### src/rtl/sid_pkg.sv
// sid_pkg: shared SID output-stage constants (mode/volume register, FSM encoding, datapath widths)
package sid_pkg;
  localparam logic [4:0] ADDR_MODE_VOL = 5'h18;
  localparam int VOL_LSB = 0;
  localparam int VOL_MSB = 3;
  localparam int LP_EN   = 4;
  localparam int BP_EN   = 5;
  localparam int HP_EN   = 6;
  localparam int V3_OFF  = 7;
  localparam logic [2:0] S_IDLE = 3'd0;
  localparam logic [2:0] S_ACC0 = 3'd1;
  localparam logic [2:0] S_ACC1 = 3'd2;
  localparam logic [2:0] S_ACC2 = 3'd3;
  localparam logic [2:0] S_ACC3 = 3'd4;
  localparam logic [2:0] S_MUL  = 3'd5;
  localparam logic [2:0] S_OUT  = 3'd6;
  localparam int ACC_W  = 34;
  localparam int PROD_W = 39;
endpackage

### src/rtl/filter_mixer_sat_shift.sv
// sat_shift: floor arithmetic right shift by SHIFT, then saturate IN_W -> OUT_W; ports i_val (signed IN_W), o_val (signed OUT_W)
module sat_shift #(
  parameter int IN_W  = 39,
  parameter int OUT_W = 16,
  parameter int SHIFT = 4
) (
  input  logic signed [IN_W-1:0]  i_val,
  output logic signed [OUT_W-1:0] o_val
);
  logic signed [IN_W-1:0] w_sh;
  logic [IN_W-OUT_W:0] w_hi;
  logic w_fits;
  always_comb begin
    w_sh   = i_val >>> SHIFT;
    w_hi   = w_sh[IN_W-1:OUT_W-1];
    w_fits = (&w_hi) | ~(|w_hi);
    o_val  = w_fits ? w_sh[OUT_W-1:0] : w_sh[IN_W-1] ? {1'b1, {(OUT_W-1){1'b0}}} : {1'b0, {(OUT_W-1){1'b1}}};
  end
endmodule

### src/rtl/filter_mixer.sv
// filter_mixer: per-tick mix of direct path with enabled LP/BP/HP, master volume, shift and saturate; ports clk, rst, clkEn, iLP/iBP/iHP/iDirect, iWE/iAddr/iData in; oSample, oValid, oOverrun out
module filter_mixer
  import sid_pkg::*;
#(
  parameter int OUT_W = 16,
  parameter int SHIFT = 4
) (
  input  logic                    clk,
  input  logic                    rst,
  input  logic                    clkEn,
  input  logic signed [31:0]      iLP,
  input  logic signed [31:0]      iBP,
  input  logic signed [31:0]      iHP,
  input  logic signed [31:0]      iDirect,
  input  logic                    iWE,
  input  logic [4:0]              iAddr,
  input  logic [7:0]              iData,
  output logic signed [OUT_W-1:0] oSample,
  output logic                    oValid,
  output logic                    oOverrun
);
  logic [2:0] r_state;
  logic [7:0] r_mode;
  logic [6:0] r_snap;
  logic signed [31:0] r_lp, r_bp, r_hp, r_dir;
  logic signed [ACC_W-1:0] r_acc;
  logic signed [PROD_W-1:0] r_prod;
  logic signed [OUT_W-1:0] r_sample;
  logic r_valid, r_ovr;
  logic signed [31:0] w_term;
  logic signed [ACC_W-1:0] w_term_x;
  logic signed [PROD_W-1:0] w_acc_x, w_vol_x, w_sat_in;
  logic signed [OUT_W-1:0] w_sat;
  logic w_unused_v3;
  assign w_unused_v3 = r_mode[V3_OFF];
  always_comb begin
    w_term = '0;
    w_term = r_state == S_ACC0 ? r_dir :
             (r_state == S_ACC1 && r_snap[LP_EN]) ? r_lp :
             (r_state == S_ACC2 && r_snap[BP_EN]) ? r_bp :
             (r_state == S_ACC3 && r_snap[HP_EN]) ? r_hp : '0;
    w_term_x = {{(ACC_W-32){w_term[31]}}, w_term};
    w_acc_x  = {{(PROD_W-ACC_W){r_acc[ACC_W-1]}}, r_acc};
    w_vol_x  = {{(PROD_W-4){1'b0}}, r_snap[VOL_MSB:VOL_LSB]};
    w_sat_in = r_prod;
  end
  sat_shift #(.IN_W(PROD_W), .OUT_W(OUT_W), .SHIFT(SHIFT)) u_sat (
    .i_val(w_sat_in),
    .o_val(w_sat)
  );
  always_ff @(posedge clk or posedge rst) begin
    if (rst) begin
      r_state  <= S_IDLE;
      r_mode   <= '0;
      r_snap   <= '0;
      r_lp     <= '0;
      r_bp     <= '0;
      r_hp     <= '0;
      r_dir    <= '0;
      r_acc    <= '0;
      r_prod   <= '0;
      r_sample <= '0;
      r_valid  <= 1'b0;
      r_ovr    <= 1'b0;
    end else begin
      if (iWE && iAddr == ADDR_MODE_VOL) r_mode <= iData;
      if (clkEn && r_state != S_IDLE) r_ovr <= 1'b1;
      r_valid <= r_state == S_OUT;
      if (r_state == S_IDLE && clkEn) begin
        r_lp   <= iLP;
        r_bp   <= iBP;
        r_hp   <= iHP;
        r_dir  <= iDirect;
        r_snap <= r_mode[6:0];
        r_acc  <= '0;
      end
      if (r_state >= S_ACC0 && r_state <= S_ACC3) r_acc <= r_acc + w_term_x;
      if (r_state == S_MUL) r_prod <= w_acc_x * w_vol_x;
      if (r_state == S_OUT) r_sample <= w_sat;
      r_state <= r_state == S_IDLE ? (clkEn ? S_ACC0 : S_IDLE) : r_state == S_OUT ? S_IDLE : r_state + 3'd1;
    end
  end
  assign oSample  = r_sample;
  assign oValid   = r_valid;
  assign oOverrun = r_ovr;
endmodule

### config.mk
export PLATFORM = sky130hd
export DESIGN_NAME = filter_mixer
export DESIGN_NICKNAME = d
export VERILOG_FILES = /design/src/rtl/sid_pkg.sv /design/src/rtl/filter_mixer_sat_shift.sv /design/src/rtl/filter_mixer.sv
export SDC_FILE = /design/constraint.sdc
export NUM_CORES = 1
export LEC_CHECK = 0
export ABC_CLOCK_PERIOD_IN_PS = 11750
export CAP_MARGIN = 0
export CORE_MARGIN = 2
export CORE_UTILIZATION = 45
export CTS_BUF_LIST = sky130_fd_sc_hd__clkbuf_2
export DETAILED_ROUTE_END_ITERATION = 6
export PLACE_DENSITY_LB_ADDON = 0.3
export RECOVER_POWER = 100
export SLEW_MARGIN = 15
export SYNTH_ARGS = -nofsm -noshare
export SYNTH_HDL_FRONTEND = slang
export SYNTH_HIERARCHICAL = 1
export SYNTH_SLANG_ARGS = --single-unit
### constraint.sdc
create_clock -name clk -period 11.75 [get_ports clk]
set_clock_uncertainty 0.2 [all_clocks]
set_input_delay 2.35 -clock clk [delete_from_list [all_inputs] [get_ports clk]]
set_output_delay 2.35 -clock clk [all_outputs]
set_load 0.02 [all_outputs]
* Yosys cells after proc, flatten, opt, wreduce, memory -nomap -nowiden
Cells that the tools add are included.
** Operators by class
- $mul :: 1
- Add/subtract/negate cells :: 2
- Equal/unequal tests :: 7
- Multiplexer cells :: 11
- Order comparisons :: 2
- Bitwise operators :: 2
- Reductions and logical operators :: 12
** Operators by type and width (number)
- 32-bit 2-to-1 mux :: 4
- 34-bit 2-to-1 mux :: 2
- 34-bit by 5-bit multiplier with 39-bit output :: 1
- 34-bit by 32-bit adder with 34-bit output :: 1
- 16-bit 2-to-1 mux :: 2
- 20-bit AND reduction :: 1
- 20-bit OR reduction :: 1
- 3-bit == test (second input constant) :: 3
- 1-bit logical AND :: 7
- 3-bit by 2-bit == test with 1-bit output (second input constant) :: 2
- 3-bit 2-to-1 mux :: 2
- 5-bit == test (second input constant) :: 1
- 3-bit by 1-bit adder with 3-bit output (second input constant) :: 1
- 3-bit by 1-bit == test with 1-bit output (second input constant) :: 1
- 3-bit by 1-bit >= comparator with 1-bit output (second input constant) :: 1
- 3-bit <= comparator (second input constant) :: 1
- 3-bit logical NOT :: 1
- 3-bit nonzero test :: 1
- 2-bit nonzero test :: 1
- 1-bit 2-to-1 mux :: 1
- 1-bit inverter :: 1
- 1-bit bitwise OR :: 1
** Storage, ports and cells
- Input port bits :: 145
- Bits in registers :: 236
- Output and inout port bits :: 18
- Logic and storage cells :: 49

* Longest topological paths before layout
- Depth after elaboration :: 8
- Depth in mapped cells :: 23
- Depth with buffers taken out :: 19

* By module
The synthesis kept the hierarchy.
** Modules (own cells, without submodules)
- filter_mixer :: area an instance 16213.0 sq um, times used 1, seq. area each 5905.7 sq um, cells an instance 1685
- sat_shift :: area an instance 276.5 sq um, times used 1, seq. area each 0.0 sq um, cells an instance 33

* Least setup slack after synthesis
OpenSTA, ideal clock, no wires.
- Path kind :: register -> register
- From :: reg r_snap[2]
- To :: reg r_prod[29]
- Setup time :: 127 ps
- Arrival :: 4258 ps
- Buffers on the path :: 1
- Setup slack :: 7165 ps
- Data required time :: 11423 ps
- Cell stages (with the launch flop) :: 18
- Clock period less this slack :: 4585 ps
- Cells stage by stage :: dfrtp_1 > clkbuf_1 > and2_1 > ha_1 > fa_1 > inv_1 > fa_1 > inv_1 > ha_1 > a21oi_1 > nor2b_1 > a311o_1 > a31oi_1 > a211o_1 > a21oi_1 > or2_2 > a311oi_1 > o21ai_1
** Between the ends
- Longest elaborated chain between the ends :: 1
** RTL lines
- start, declared :: RTL line filter_mixer.sv:24 : logic [6:0] r_snap;
- start signal, assigned :: RTL line filter_mixer.sv:74 : r_snap <= r_mode[6:0];
- 34-bit by 5-bit multiplier with 39-bit output :: RTL line filter_mixer.sv:78 : if (r_state == S_MUL) r_prod <= w_acc_x * w_vol_x;
- end signal, assigned :: RTL line filter_mixer.sv:78
- end, declared :: RTL line filter_mixer.sv:27 : logic signed [PROD_W-1:0] r_prod;
No other way between the ends.
A chain may end at the register's enable or synchronous reset.

* Final worst setup path
- From :: in clkEn
- To :: reg r_hp[16]
** Between the ends
- Longest elaborated chain between the ends :: 1
** RTL lines
- start, declared :: RTL line filter_mixer.sv:10 : input logic clkEn,
- 1-bit logical AND :: RTL line filter_mixer.sv:69 : if (r_state == S_IDLE && clkEn) begin
- end signal, assigned :: RTL line filter_mixer.sv:72 : r_hp <= iHP;
- end, declared :: RTL line filter_mixer.sv:25 : logic signed [31:0] r_lp, r_bp, r_hp, r_dir;
No other way between the ends.

==> key figures <==
Critical path
  • Worst EP required: roughly 12000 ps
  • Crit-path max FO: 71
  • Reg-to-reg setup timing slack: 5740 ps
  • CP Launch Type: input pin
  • Critical path class: input pin to flip-flop
  • R2R Path Start: r_state[2]
  • Arrival time at the worst endpoint: between 7000 and 8000 ps
  • FF-to-FF path depth: 4
  • Crit Reg-Reg Endpoint: r_hp[16]
  • Crit end category: flip-flop

CTS
  • Skew-Pair Late Insertion Delay: 980 ps
  • CTS resizes: 0
  • Number of buffers created by CTS: 59
  • H-tree depth: 2
  • Hold_buf cts: 0
  • Clock transition at path regs: 90 ps
  • Clock buffer depth: 3
  • CTS sink count: 232
  • TritonCTS clock tree: built
  • Clock root buffer master: clkbuf_2
  • # Post-CTS Setup Buffers: 0

Timing
  • Peak Freq: about 140 MHz
  • RSZ-0062 raised after global routing: no
  • Part of the cycle the worst path needs: 60.6%
  • Fin Setup TNS: 0 ps
  • Setup violators final: 0
  • Final hold viol count: 0
  • Worst-Margin Slew: about 6400 ps
  • Worst Hold Slack: 274 ps
  • Max-slew violation count: 218
  • Min Tclk post-route: 7120 ps
  • Slew margin rel.: -329%

Detailed routing
  • TritonRoute pass-1 iters: 5
  • Drt wl/cell: 15.3 um
  • DR DRC count: 0
  • Via count: approximately 12000
  • Drt via density: ~5.2
  • Routed WL: 36100 um
  • ANT nets after route: 0
  • Detailed Route Iter0 Violations: just over 600

Outcome
  • Failing checks: capacitance limit, slew limit
  • Status: finished with violations

Power and ir drop
  • Leak: 0.00882 uW
  • Comb pwr share: 53.8%
  • Peak supply drop: 0.115 mV
  • Pwr dens: roughly 230 nW/um2
  • Clk pwr share: roughly an eighth
  • Switching Share: between 40% and 50%
  • P_sw: 1880 uW
  • Share of power burned in registers: 33.8%
  • P_int: roughly 2400 uW

Floorplan
  • Die area: between 30000 and 40000 um2
  • CORE AREA: roughly 36000 um2
  • # rows: 69
  • DIE WIDTH: 195 um
  • Starting Density: 45.8%
  • Ports: 163
  • Die Span Y: between 150 and 200 um

Global route
  • Gr usage total: 19.6%
  • Number of global-route vias before repair: 12700
  • Largest net degree at the start of global routing: 150
  • GR Overflow Total: 0
  • Initial antenna violation count: 1
  • First-pass GRT wire length: around 62000 um

Min path
  • Hold WC Path Type: flip-flop to flip-flop
  • Hold Path Cell Cnt: 2
  • Hold worst-path end: oSample[0]
  • HP Start: oSample[0]

Placed design
  • Dpl cell area: between 15000 and 20000 um2
  • RePlAce Congestion: 0.855
  • DP Wirelength: 27300 um
  • I/O Buffers: 161
  • Placed insts: roughly 2300

Final layout
  • Fin nets: 2182
  • Layout cells sized above 1: roughly 14%
  • Post-route cell area: 18800 um2
  • FILL cells: 3286
  • Area added between synthesis and finish: 14.9%
  • Multi-input gate area: roughly 9600 um2
  • End-of-flow core utilization: approximately 53%
  • Non-Filler Instances: 2352
  • Register Area: 5810 um2

Logic synthesis
  • Yosys Warn Count: 6
  • Syn_area_per_cell: 9.60 um2
  • Net Count, Synth: just over 2000
  • Mapped Area: roughly 16000 um2
  • Post-Syn Instances: 1703

Flow run
  • Max-cap viol count: 2
==> worst max-delay path, stage by stage <==
cell and delay, ps:
dlygate4sd3_1 590, and2_0 3230, buf_4 1070, mux2_2 420
==> metrics by stage <==
step / power, uW / setup slack (ps)
CTS: 4330 / 6400
finish: 4310 / 4630
global placement: 3700 / 6480
detailed placement: 3780 / 6420
floorplan: 3210 / 2840
global route: 4750 / 3740
==> flip-flops by register name, indices dropped and copies added, names as in the netlist <==
name / cells
r_state: 3
r_snap: 7
oOverrun: 1
r_dir: 32
r_prod: 35
r_acc: 34
r_hp: 32
r_bp: 32
r_lp: 32
oSample: 16
oValid: 1
r_mode: 7
==> cell type report <==
class / count / area share, %
Multi-Input combinational cell: 1235 / 51.3
Sequential cell: 232 / 30.9
Timing Repair Buffer: 170 / 8.94
Inverter: 159 / 3.18
Tap cell: 461 / 3.07
Clock buffer: 80 / 2.13
Clock inverter: 14 / 0.486
Antenna cell: 1 / 0.0133
==> power groups by stage <==
| stage | logic [uW] | clock network [uW] | registers, uW |
|---|---|---|---|
| 3_5_place_dp | 2310 | 0 | 1480 |
| 6_report | 2320 | 531 | 1460 |
| 2_1_floorplan | 1820 | 0 | 1380 |
| 3_3_place_gp | 2240 | 0 | 1460 |
| 5_1_grt | 2630 | 598 | 1520 |
| 4_1_cts | 2320 | 555 | 1460 |
==> worst max-delay path by stage <==
stage                from           to
5_1_grt               rst  oSample[10]
3_5_place_dp    r_snap[3]   r_prod[38]
4_1_cts         r_snap[3]   r_prod[29]
6_report            clkEn     r_hp[16]
2_1_floorplan         rst     oOverrun
3_3_place_gp   r_state[2]    r_acc[26]
==> routing by layer <==
metal | up-vias | GRT usage [%] | routed length, um
met3 | 53 | 5.22 | 2360
met1 | 5823 | 25.8 | 16700
met5 | - | 0 | 0
met2 | 272 | 31.4 | 16200
met4 | 0 | 6.70 | 796
li1 | 6120 | - | -
==> layout by cell type, fill, tap and decap left out, types with 4 or more instances in the layout <==
cell and n:
a211oi_1 6, a21o_1 34, a21o_2 5, a21oi_1 98
a22o_1 4, a22oi_1 33, a31oi_1 5, and2_1 105
and3_1 11, buf_4 9, clkbuf_2 80, clkdlybuf4s50_1 140
clkinv_1 9, dfrtp_1 232, dlygate4sd3_1 21, fa_1 70
ha_1 110, inv_1 157, mux2_2 142, nand2_1 201
nand2b_1 9, nand3_1 17, nand4_1 14, nor2_1 62
nor2b_1 7, nor3_1 14, o211ai_1 4, o21a_1 12
o21ai_0 118, o21ai_1 5, o21bai_1 14, o31ai_1 12
xnor2_1 31, xor2_1 31
No activity file was read; power rests on OpenSTA's default activity.
